`config.mk`:
```
export PLATFORM = sky130hd
export DESIGN_NAME = gtp_block_arb
export DESIGN_NICKNAME = d
export VERILOG_FILES = /design/src/rtl/gtp_block_arb.sv
export SDC_FILE = /design/constraint.sdc
export NUM_CORES = 1
export LEC_CHECK = 0
export CORE_MARGIN = 8
export CORE_UTILIZATION = 40
export CTS_BUF_LIST = sky130_fd_sc_hd__clkbuf_2
export CTS_CLUSTER_DIAMETER = 50
export CTS_CLUSTER_SIZE = 14
export DETAILED_ROUTE_END_ITERATION = 10
export PLACE_DENSITY = 0.71
export RECOVER_POWER = 100
export SLEW_MARGIN = 10
export SYNTH_ARGS = -nofsm -noshare
export SYNTH_HDL_FRONTEND = slang
export SYNTH_SLANG_ARGS = --single-unit
```
`constraint.sdc`:
```
create_clock -name gtp_clk -period 5.5 [get_ports gtp_clk]
set_input_delay 1.1 -clock gtp_clk [delete_from_list [all_inputs] [get_ports gtp_clk]]
set_output_delay 1.1 -clock gtp_clk [all_outputs]
set_load 0.02 [all_outputs]
```
`src/rtl/gtp_block_arb.sv`:
```
// Round-robin block arbiter: pulls whole blocks from NCH gtpfifo sources onto one MIG write port.
// Defining GTPARB_CHK_EN builds the CW channel-number check that drives chk_err.
module gtp_block_arb #(
    parameter int NCH    = 4,
    parameter int CHBASE = 0
) (
    input  logic             gtp_clk,
    input  logic             rst,
    input  logic             enable,
    output logic [NCH-1:0]   give,
    input  logic [NCH-1:0]   have,
    input  logic [31:0]      data,
    output logic [31:0]      out_dat,
    output logic             out_wr,
    input  logic             out_afull,
    output logic [3:0]       cur_ch,
    output logic             blk_done,
    output logic             err,
    output logic             chk_err
);
    typedef enum logic [0:0] {POLL = 1'b0, BODY = 1'b1} state_t;

    localparam logic [3:0] LAST_CH = 4'(NCH - 1);

    state_t     state_r, state_s;
    logic [3:0] ptr_r, ptr_s, ptr_inc_s;
    logic [7:0] remain_r, remain_s;
    logic       go_s, have_sel_s, wr_s, done_s, err_s, chk_s;

    generate
        if (NCH < 1 || NCH > 16 || CHBASE < 0) begin : g_bad_cfg
            $error("gtp_block_arb: NCH must be 1..16 and CHBASE non-negative");
        end
    endgenerate

`ifdef GTPARB_CHK_EN
    logic [5:0] exp_cw_ch_s;
    assign exp_cw_ch_s = 6'(CHBASE) + {2'b00, ptr_r};
`endif

    assign cur_ch    = ptr_r;
    assign ptr_inc_s = (ptr_r == LAST_CH) ? 4'd0 : ptr_r + 4'd1;

    // One-hot read request to the pointed source and its have response.
    always_comb begin
        go_s       = ~out_afull & ((state_r == BODY) | ((state_r == POLL) & enable));
        give       = '0;
        have_sel_s = 1'b0;
        for (int i = 0; i < NCH; i++) begin
            if (ptr_r == 4'(i)) begin
                give[i]    = go_s;
                have_sel_s = have[i];
            end else begin
                give[i]    = 1'b0;
            end
        end
    end

    // Next-state, pointer and pulse decode.
    always_comb begin
        state_s  = state_r;
        ptr_s    = ptr_r;
        remain_s = remain_r;
        wr_s     = 1'b0;
        done_s   = 1'b0;
        err_s    = 1'b0;
        chk_s    = 1'b0;
        case (state_r)
            POLL: begin
                if (!go_s) begin
                    ptr_s = ptr_r;
                end else if (!have_sel_s) begin
                    ptr_s = ptr_inc_s;
                end else if (data[15]) begin
                    wr_s     = 1'b1;
                    remain_s = data[8:1];
`ifdef GTPARB_CHK_EN
                    chk_s    = (data[14:9] != exp_cw_ch_s);
`endif
                    if (data[8:1] == 8'd0) begin
                        done_s = 1'b1;
                        ptr_s  = ptr_inc_s;
                    end else begin
                        state_s = BODY;
                    end
                end else begin
                    // Head without the CW marker: drop it and move on.
                    err_s = 1'b1;
                    ptr_s = ptr_inc_s;
                end
            end
            BODY: begin
                if (!go_s) begin
                    remain_s = remain_r;
                end else if (have_sel_s) begin
                    wr_s     = 1'b1;
                    remain_s = remain_r - 8'd1;
                    if (remain_r == 8'd1) begin
                        done_s  = 1'b1;
                        ptr_s   = ptr_inc_s;
                        state_s = POLL;
                    end else begin
                        state_s = BODY;
                    end
                end else begin
                    // Source ran dry inside an advertised block; abandon the rest.
                    err_s   = 1'b1;
                    ptr_s   = ptr_inc_s;
                    state_s = POLL;
                end
            end
            default: begin
                state_s = POLL;
            end
        endcase
    end

    // State and registered output path.
    always_ff @(posedge gtp_clk) begin
        if (rst) begin
            state_r  <= POLL;
            ptr_r    <= 4'd0;
            remain_r <= 8'd0;
            out_dat  <= 32'd0;
            out_wr   <= 1'b0;
            blk_done <= 1'b0;
            err      <= 1'b0;
            chk_err  <= 1'b0;
        end else begin
            state_r  <= state_s;
            ptr_r    <= ptr_s;
            remain_r <= remain_s;
            out_wr   <= wr_s;
            blk_done <= done_s;
            err      <= err_s;
            chk_err  <= chk_s;
            if (wr_s) begin
                out_dat <= data;
            end
        end
    end
endmodule

```
==> PnR_summary.wiki, run 1 <==
{| class="wikitable"
! Metric !! Value
|-
| Netlist cell types || 38
|-
| Worst R2R Start || cur_ch[1]
|-
| FF-to-FF End || cur_ch[0]
|-
| Crit-path slowest cell || sky130_fd_sc_hd__dlygate4sd3_1
|-
| Clock root buffer || sky130_fd_sc_hd__clkbuf_2
|-
| Family with the most delay on the worst path || buffers and inverters
|-
| Antenna violations before repair || 0
|-
| Largest net degree at the start of global routing || 54
|-
| Cts-stage hold buffer count || 0
|-
| Violations in the final reports || max-capacitance violations, max-slew violations
|-
| Combined buffer and inverter count along the critical path || 2
|-
| Post-detailed-route wirelength per cell || 15.7 microns
|-
| Transition at the pin with the smallest max-transition slack || 1680 ps
|-
| Syn avg cell area || 8.14 sq um
|-
| Iteration-0 DRC Markers || 120
|-
| Final standard cell utilization of the core || 56.9%
|-
| Total Die Area || 8440 sq um
|-
| Class of the most critical setup path || in2out
|-
| H-tree depth || 2
|-
| Stage delay of the slowest cell on the critical path || 680 ps
|-
| Layout cell share with drive strength beyond 1 || 6.02%
|-
| Width of the die || 91.9 microns
|-
| Cell area after synthesis || 2300 sq um
|-
| Placed wire-length estimate || 4440 microns
|-
| Outcome || finished, violations left
|-
| Minimum clock period after layout || 4150 ps
|-
| Number of nets produced by synthesis || 329
|-
| Crit Path Max Fanout || 11
|-
| Post-CTS clock slew at the launch and capture registers of the worst setup and hold paths || 230 ps
|-
| Total of cells resized after clock tree synthesis || 0
|-
| Tcrit/Tclk final || 75.4%
|-
| Terminating pin of the worst hold path || out_dat[27]
|-
| CP Depth || 5
|-
| Relative max-transition margin || -12.0%
|-
| Post-Route WL || 6600 microns
|-
| Final count of negative-setup-slack endpoints || 0
|-
| Worst hold stages || 2
|-
| Synth-to-layout area growth || 36.9%
|-
| Critical path cell sequence || dlygate4sd3_1, nor2_1, nor2_1, and3_1, dlygate4sd3_1
|-
| Number of global-route vias before repair || 2239
|-
| Setup fix buffers added after clock tree synthesis || 0
|-
| Most used DFF post-synth || sky130_fd_sc_hd__dfxtp_1
|-
| Crit end category || output pin
|-
| Hold path startpoint || out_dat[27]
|-
| Final nets || 394
|-
| Maximum count of clock buffers along a single path || 2
|-
| Number of vias per cell after detailed routing || 5.44
|-
| Count of vias placed by the detailed router || 2292
|-
| All-layer global routing usage || 15.2%
|-
| Std-Cell Rows || 27
|-
| Core footprint || 5540 sq um
|-
| Static leakage || 1.20 nW
|-
| Clk sinks || 48
|-
| Clock Skews || 12.9 ps
|-
| Number of enable flip-flop cells after synthesis || 0
|-
| N_diodes || 0
|-
| Critical path arrival || 3050 ps
|-
| Remaining global-route overflow || 0
|-
| Pwr per Cell Area || 213 nW/um^2
|-
| Final count of hold timing violations || 0
|-
| Setup repair after global routing missed its margin || false
|-
| Max Cap Violations || 1
|-
| Total CTS buffers || 5
|-
| Required time at the worst-slack endpoint || 4400 ps
|-
| DRT Pass-1 Iters || 4
|-
| Number of warning messages in the yosys log || 0
|-
| Top-level I/O count || 84
|-
| Fraction of registers with async set or reset after synthesis || 0%
|-
| Number of cell instances on the worst register-to-register path || 6
|-
| Die height || 91.9 microns
|-
| Remaining design rule violation count || 0
|-
| Post-synthesis sequential area ratio || 41.7%
|-
| First-pass GRT wire length || 10900 microns
|-
| Worst VDD drop || 0.000165 V
|-
| Post-Syn Instances || 283
|-
| Class of the tightest hold or removal check || reg2reg
|-
| Timing-limited maximum frequency || 241 MHz
|-
| Clock insertion delay at the later pin of the skew report || 410 ps
|-
| Number of buffers added on ports || 82
|-
| Flip-flop and latch count after synthesis || 48
|-
| Sum of internal, switching and leakage power || 0.000670 W
|-
| Critical path startpoint category || input port
|-
| Remaining number of nets flagged by the antenna check after routing || 0
|-
| Final weighted congestion of routability-driven global placement || 0.777
|-
| Reg-to-reg slack, setup || 2100 ps
|-
| TritonCTS clock tree || built
|-
| Count of pins over their slew limit || 44
|-
| Setup tns final || 0 ps
|-
| Initial core utilization || 41.6%
|}
[cells in the final DEF (no fill, tap or decap), types with 2 or more instances in the layout]
cell	netlist	routed
sky130_fd_sc_hd__a211oi_1	2	2
sky130_fd_sc_hd__nor2b_1	4	4
sky130_fd_sc_hd__nand2b_1	5	5
sky130_fd_sc_hd__nor3_1	5	5
sky130_fd_sc_hd__and3_1	4	4
sky130_fd_sc_hd__buf_4	2	4
sky130_fd_sc_hd__o32ai_1	2	2
sky130_fd_sc_hd__nand3_1	39	39
sky130_fd_sc_hd__clkdlybuf4s50_1	0	36
sky130_fd_sc_hd__nor2_1	13	12
sky130_fd_sc_hd__nand2_1	6	6
sky130_fd_sc_hd__dlygate4sd3_1	0	45
sky130_fd_sc_hd__nand4_1	4	4
sky130_fd_sc_hd__dfxtp_1	48	48
sky130_fd_sc_hd__inv_1	10	10
sky130_fd_sc_hd__o21ai_0	38	38
sky130_fd_sc_hd__mux2i_1	3	3
sky130_fd_sc_hd__nor4_4	2	2
sky130_fd_sc_hd__a21oi_1	41	41
sky130_fd_sc_hd__clkbuf_2	0	6
sky130_fd_sc_hd__a31oi_1	2	3
sky130_fd_sc_hd__ha_1	6	6
sky130_fd_sc_hd__o31ai_1	4	4
sky130_fd_sc_hd__a21boi_0	2	2
[worst max-delay path by stage]
| stage | start | to | slack [ps] |
|---|---|---|---|
| after detailed placement | enable | give[3] | 1490 |
| after CTS | enable | give[3] | 1480 |
| after global placement | enable | give[3] | 1530 |
| after floorplan | enable | give[0] | 2620 |
| final | enable | give[0] | 1350 |
| after global routing | enable | give[0] | 1220 |
[where the power goes]
part	leakage (nW)	switching (W)	total, W	internal [W]
registers	0.388	0.00000696	0.000366	0.000359
logic	0.784	0.0000958	0.000159	0.0000634
clock network	0.0266	0.000113	0.000144	0.0000317
[final cells by class]
type / instances / area, sq um
Inverter: 10 / 37.5
Timing Repair Buffer: 86 / 846
Tap cell: 72 / 90.1
Sequential cell: 48 / 961
Clock inverter: 2 / 11.3
Fill cell: 530 / 2390
Clock buffer: 6 / 30.0
Multi-Input combinational cell: 197 / 1180
[cell usage after synthesis, types with 2 or more instances]
cell type | number | share of area, %
sky130_fd_sc_hd__o31ai_1 | 4 | 1.3
sky130_fd_sc_hd__inv_1 | 10 | 1.6
sky130_fd_sc_hd__nor2b_1 | 4 | 1.1
sky130_fd_sc_hd__a31oi_1 | 2 | 0.54
sky130_fd_sc_hd__dfxtp_1 | 48 | 42
sky130_fd_sc_hd__mux2i_1 | 3 | 1.3
sky130_fd_sc_hd__nand3_1 | 39 | 8.5
sky130_fd_sc_hd__a21boi_0 | 2 | 0.65
sky130_fd_sc_hd__buf_4 | 2 | 0.65
sky130_fd_sc_hd__nor3_1 | 5 | 1.1
sky130_fd_sc_hd__ha_1 | 6 | 3.3
sky130_fd_sc_hd__nor2_1 | 13 | 2.1
sky130_fd_sc_hd__o21ai_0 | 38 | 8.3
sky130_fd_sc_hd__nand2b_1 | 5 | 1.4
sky130_fd_sc_hd__clkbuf_1 | 18 | 2.9
sky130_fd_sc_hd__and3_1 | 4 | 1.1
sky130_fd_sc_hd__o32ai_1 | 2 | 0.76
sky130_fd_sc_hd__nand2_1 | 6 | 0.98
sky130_fd_sc_hd__a211oi_1 | 2 | 0.65
sky130_fd_sc_hd__nand4_1 | 4 | 1.1
sky130_fd_sc_hd__buf_2 | 8 | 1.7
sky130_fd_sc_hd__nor4_4 | 2 | 1.8
sky130_fd_sc_hd__a21oi_1 | 41 | 8.9
[worst min-delay path: stages, from the launching register on]
cell and delay [ps]:
sky130_fd_sc_hd__dfxtp_1 360, sky130_fd_sc_hd__o21ai_0 60, sky130_fd_sc_hd__a21oi_1 60
[stage by stage]
stage | cells | area, sq um | worst slack, ps | hold WS, ps
2_1_floorplan | 283 | 2300 | 2620 | 463
3_5_place_dp | 413 | 3130 | 1490 | 467
4_1_cts | 421 | 3170 | 1480 | 492
3_3_place_gp | 413 | 3130 | 1530 | 459
6_report | 421 | 3150 | 1350 | 488
5_1_grt | 421 | 3150 | 1220 | 513
[routing by layer]
layer | vias to the layer above | share of wire (%) | global-route usage, %
met5 | - | 0 | 0
met4 | 0 | 0.76 | 3.36
met3 | 4 | 8.7 | 7.17
met2 | 58 | 46 | 24.1
met1 | 1092 | 44 | 18.2
li1 | 1138 | - | -
[sequential cells by signal (all words and copies together), names as in the netlist]
| register | flops |
|---|---|
| out_dat | 32 |
| remain_r | 8 |
| out_wr | 1 |
| cur_ch | 4 |
| blk_done | 1 |
| err | 1 |
| state_r | 1 |
[cells by family (layout without fill, tap and decap cells)]
group	after synthesis	count (layout)	synth area share [%]
muxes	5	5	2.45
buffers and inverters	38	104	6.96
xor gates and xnor gates	1	1	0.381
DFF	48	48	41.7
adders and majority gates	6	6	3.26
and+or+nand+nor	88	88	21.1
AOI/OAI and AO/OA	96	96	23.9
other	1	1	0.163
Note: power is estimated with default switching activity, not from simulation.
==> inputs of run 2 (changes only) <==
Clock period 5.5 ns to 4.02 ns, I/O delays scaled along.
==> PnR_summary.wiki, run 2 (synthesis results as in run 1) <==
{| class="wikitable"
! Metric !! Value
|-
| Post-detailed-route wirelength per cell || 15.9 microns
|-
| Final count of hold timing violations || 0
|-
| Std-Cell Rows || 27
|-
| Minimum clock period after layout || 3400 ps
|-
| Class of the tightest hold or removal check || reg2reg
|-
| Flip-flop count of the largest register after layout || 32
|-
| Setup fix buffers added after clock tree synthesis || 0
|-
| Layout cell share with drive strength beyond 1 || 5.70%
|-
| Total Die Area || 8440 sq um
|-
| Least setup slack across all paths after layout || 617 ps
|-
| Post-Route WL || 6730 microns
|-
| Die height || 91.9 microns
|-
| Remaining design rule violation count || 0
|-
| Largest net degree at the start of global routing || 54
|-
| Final count of negative-setup-slack endpoints || 0
|-
| Sum of internal, switching and leakage power || 0.000979 W
|-
| All-layer global routing usage || 16.4%
|-
| Class of the most critical setup path || in2out
|-
| Total CTS buffers || 5
|-
| Core footprint || 5540 sq um
|-
| Combinational cell fraction of total power || 22.3%
|-
| Number of fill cells || 528
|-
| Final weighted congestion of routability-driven global placement || 0.773
|-
| Clock insertion delay at the later pin of the skew report || 420 ps
|-
| Clk sinks || 48
|-
| Part of the power in the clock network || 26.5%
|-
| N_diodes || 0
|-
| DRT Pass-1 Iters || 4
|-
| Remaining global-route overflow || 0
|-
| Final nets || 396
|-
| Power dissipated by switching net loads || 0.000296 W
|-
| Placed wire-length estimate || 4670 microns
|-
| Critical path arrival || 2600 ps
|-
| Number of global-route vias before repair || 2311
|-
| Setup repair after global routing missed its margin || false
|-
| Cts-stage hold buffer count || 0
|-
| Transition at the pin with the smallest max-transition slack || 1610 ps
|-
| Tcrit/Tclk final || 84.6%
|-
| Register containing the most flip-flops in the final layout || out_dat
|-
| Max Cap Violations || 0
|-
| Timing-limited maximum frequency || 294 MHz
|-
| Pwr per Cell Area || 308 nW/um^2
|-
| Setup tns final || 0 ps
|-
| Post-layout instance area || 3180 sq um
|-
| H-tree depth || 2
|-
| Crit Path Max Fanout || 8
|-
| Initial core utilization || 41.6%
|-
| Relative max-transition margin || -7.15%
|-
| Share of total power in sequential cells || 51.2%
|-
| TritonCTS clock tree || built
|-
| Antenna violations before repair || 0
|-
| Static leakage || 1.21 nW
|-
| Most common cell after layout, fill and taps aside || sky130_fd_sc_hd__dfxtp_1
|-
| Violations in the final reports || max-slew violations
|-
| Iteration-0 DRC Markers || 154
|-
| Count of pins over their slew limit || 21
|-
| Clock Skews || 24.4 ps
|-
| Placed inst area || 3140 sq um
|-
| Remaining number of nets flagged by the antenna check after routing || 0
|-
| First-pass GRT wire length || 11600 microns
|-
| Proportion of total power due to net switching || 30.3%
|-
| Outcome || finished, violations left
|-
| Maximum count of clock buffers along a single path || 2
|-
| Critical path startpoint category || input port
|-
| Number of buffers added on ports || 82
|-
| Total of cells resized after clock tree synthesis || 0
|-
| Number of vias per cell after detailed routing || 5.46
|-
| Top-level I/O count || 84
|-
| Clock root buffer || sky130_fd_sc_hd__clkbuf_2
|-
| Post-CTS clock slew at the launch and capture registers of the worst setup and hold paths || 230 ps
|-
| Commonest non-fill, non-tap cells in the layout || sky130_fd_sc_hd__dfxtp_1 (48), sky130_fd_sc_hd__dlygate4sd3_1 (44), sky130_fd_sc_hd__a21oi_1 (41)
|-
| Synth-to-layout area growth || 38.0%
|-
| Setup WS pre-CTS || 757 ps
|-
| Internal power contribution || 0.000683 W
|-
| Width of the die || 91.9 microns
|-
| Worst VDD drop || 0.000184 V
|-
| Required time at the worst-slack endpoint || 3220 ps
|-
| Count of vias placed by the detailed router || 2309
|-
| Crit end category || output pin
|}
## run 2: final cells by class
class	instances	area [sq um]	area share (%)
Clock buffer	5	25.0	0.787
Clock inverter	3	42.5	1.34
Multi-Input combinational cell	197	1170	36.8
Tap cell	72	90.1	2.83
Timing Repair Buffer	88	853	26.9
Sequential cell	48	961	30.2
Inverter	10	37.5	1.18
## run 2: final timing paths
path	startpoint	to	slack (ps)	cells past startpoint
max	enable	give[0]	620	5
min	out_dat[11]	out_dat[11]	490	2
max reg2reg	cur_ch[1]	remain_r[0]	970	7
min reg2reg	out_dat[11]	out_dat[11]	490	2
## run 2: critical path, cell delays in order
cell                            delay, ps
sky130_fd_sc_hd__dlygate4sd3_1        520
sky130_fd_sc_hd__nor2_1                40
sky130_fd_sc_hd__nor2_1               330
sky130_fd_sc_hd__and3_1               220
sky130_fd_sc_hd__dlygate4sd3_1        680
## run 2: stage by stage
step                hold WS, ps  utilization [%]  instances
finish                      486             57.4        423
global route                510             57.4        423
CTS                         492             57.9        423
detailed placement          467             56.7        415
global placement            460             56.7        415
floorplan                   463                -        283
## run 2: power groups by stage
stage / sequential (W) / clock, W / combinational, W
5_1_grt: 0.000504 / 0.000295 / 0.000241
4_1_cts: 0.000502 / 0.000270 / 0.000232
3_3_place_gp: 0.000510 / 0 / 0.000230
2_1_floorplan: 0.000524 / 0 / 0.000118
3_5_place_dp: 0.000511 / 0 / 0.000231
6_report: 0.000501 / 0.000260 / 0.000218
## run 2: routing by layer
metal	track usage [%]	vias to the layer above	routed length [microns]
met1	19.5	1096	2890
met3	7.50	10	652
met4	4.70	0	77
met5	0	-	0
met2	25.8	63	3120
li1	-	1140	-
==> inputs of run 3 (changes only) <==
Settings changed: PLACE_DENSITY 0.71 to 0.74.
Clock period 4.02 ns to 2.75 ns, I/O delays scaled along.
==> PnR_summary.wiki, run 3 (synthesis results as in run 1) <==
{| class="wikitable"
! Metric !! Value
|-
| Crit end category || output pin
|-
| First-pass GRT wire length || 11200 microns
|-
| Remaining number of nets flagged by the antenna check after routing || 0
|-
| Critical path arrival || 2030 ps
|-
| Largest net degree at the start of global routing || 36
|-
| Most common cell after layout, fill and taps aside || sky130_fd_sc_hd__dfxtp_1
|-
| Terminating pin of the worst hold path || out_dat[31]
|-
| Number of vias per cell after detailed routing || 5.40
|-
| Worst VDD drop || 0.000270 V
|-
| Combinational cell fraction of total power || 23.7%
|-
| Clock Skews || 30.2 ps
|-
| DRT Pass-1 Iters || 5
|-
| Layout cell share with drive strength beyond 1 || 7.89%
|-
| Share of total power in sequential cells || 49.4%
|-
| Top-level I/O count || 84
|-
| Relative max-transition margin || 59.1%
|-
| Max Cap Violations || 0
|-
| Core footprint || 5540 sq um
|-
| Number of buffers added on ports || 82
|-
| N_diodes || 0
|-
| Post-layout instance area || 3260 sq um
|-
| Clock root buffer || sky130_fd_sc_hd__clkbuf_2
|-
| Tcrit/Tclk final || 94.0%
|-
| Width of the die || 91.9 microns
|-
| TritonCTS clock tree || built
|-
| Total Die Area || 8440 sq um
|-
| Pwr per Cell Area || 455 nW/um^2
|-
| Hold path startpoint || out_dat[31]
|-
| Synth-to-layout area growth || 41.6%
|-
| FF+latch area || 961 sq um
|-
| Maximum count of clock buffers along a single path || 2
|-
| Post-Route WL || 6660 microns
|-
| Cts-stage hold buffer count || 0
|-
| Proportion of total power due to net switching || 30.8%
|-
| Number of fill cells || 526
|-
| Timing-limited maximum frequency || 387 MHz
|-
| Remaining global-route overflow || 0
|-
| All-layer global routing usage || 15.8%
|-
| Crit Path Max Fanout || 6
|-
| Static leakage || 1.24 nW
|-
| Post-detailed-route wirelength per cell || 15.6 microns
|-
| Setup repair after global routing missed its margin || false
|-
| Antenna violations before repair || 0
|-
| Count of vias placed by the detailed router || 2304
|-
| Register containing the most flip-flops in the final layout || out_dat
|-
| Iteration-0 DRC Markers || 111
|-
| Std-Cell Rows || 27
|-
| Class of the tightest hold or removal check || reg2reg
|-
| FF-to-FF End || cur_ch[0]
|-
| Worst hold stages || 2
|-
| Number of global-route vias before repair || 2339
|-
| Total area of multi-input combinational cells || 1180 sq um
|-
| Final count of negative-setup-slack endpoints || 0
|-
| Class of the most critical setup path || in2out
|-
| Part of the power in the clock network || 26.9%
|-
| Flip-flop count of the largest register after layout || 32
|-
| Clk sinks || 48
|-
| Worst R2R Start || cur_ch[1]
|-
| Commonest non-fill, non-tap cells in the layout || sky130_fd_sc_hd__dfxtp_1 (48), sky130_fd_sc_hd__clkdlybuf4s50_1 (42), sky130_fd_sc_hd__a21oi_1 (41)
|-
| Remaining design rule violation count || 0
|-
| Reg-to-reg slack, setup || 410 ps
|-
| Placed inst area || 3210 sq um
|-
| Final count of hold timing violations || 0
|-
| H-tree depth || 2
|-
| Initial core utilization || 41.6%
|-
| Count of pins over their slew limit || 0
|-
| Die height || 91.9 microns
|-
| Total CTS buffers || 5
|-
| Final weighted congestion of routability-driven global placement || 0.827
|-
| Critical path startpoint category || input port
|-
| Required time at the worst-slack endpoint || 2200 ps
|-
| Final nets || 400
|-
| Post-CTS clock slew at the launch and capture registers of the worst setup and hold paths || 240 ps
|-
| Clock insertion delay at the later pin of the skew report || 440 ps
|-
| Number of cell instances on the worst register-to-register path || 6
|-
| Placed wire-length estimate || 4720 microns
|-
| Internal power contribution || 0.00103 W
|-
| Setup fix buffers added after clock tree synthesis || 0
|-
| Power dissipated by switching net loads || 0.000458 W
|-
| Outcome || finished, final reports clean
|-
| Setup tns final || 0 ps
|-
| Transition at the pin with the smallest max-transition slack || 614 ps
|-
| Minimum clock period after layout || 2580 ps
|}
[run 3: final cells by class]
class / count / area share [%]
Multi-Input combinational cell: 197 / 36.1
Sequential cell: 48 / 29.5
Timing Repair Buffer: 92 / 28.3
Tap cell: 72 / 2.76
Clock inverter: 3 / 1.42
Inverter: 10 / 1.15
Clock buffer: 5 / 0.767
[run 3: critical path: stages]
cell and delay, ps:
sky130_fd_sc_hd__clkdlybuf4s50_1 460, sky130_fd_sc_hd__nor2_1 50, sky130_fd_sc_hd__nor2_2 180, sky130_fd_sc_hd__and3_1 190, sky130_fd_sc_hd__clkdlybuf4s50_1 610
[run 3: worst max path at each step]
stage	from	to	slack (ps)
after detailed placement	enable	give[0]	90
after global routing	cur_ch[1]	give[3]	50
after global placement	enable	give[3]	150
after floorplan	data[4]	cur_ch[0]	700
after CTS	enable	give[0]	70
final	enable	give[0]	170
[run 3: metal layers]
layer  track usage, %  routed length (microns)  up-vias
met1             18.9                     2870     1068
met2             26.0                     3130       82
met5                0                        0        -
met4             4.43                       68        0
met3             5.79                      593        7
li1                 -                        -     1147
[run 3: power by group through the flow]
stage                     logic, W  clock network [W]  registers [W]
final                     0.000352           0.000400       0.000734
after global routing      0.000384           0.000440       0.000738
after global placement    0.000361                  0       0.000746
after detailed placement  0.000364                  0       0.000747
after CTS                 0.000365           0.000418       0.000735
after floorplan           0.000173                  0       0.000766
[run 3: repair_timing]
item / 4_1_cts / 5_1_grt
hold endpoints to repair: 0 / 0
endpoints found under the setup margin: 0 / 1
resized for setup: 0 / 1
[run 3: through the flow]
stage	std cells	power [W]	worst slack (ps)	hold slack (ps)	utilization, %
after floorplan	283	0.000939	704	463	-
after global placement	419	0.00111	154	460	57.9
after detailed placement	419	0.00111	85.8	467	57.9
after CTS	427	0.00152	66.9	493	59.2
after global routing	427	0.00156	47.3	509	58.9
final	427	0.00149	166	490	58.9
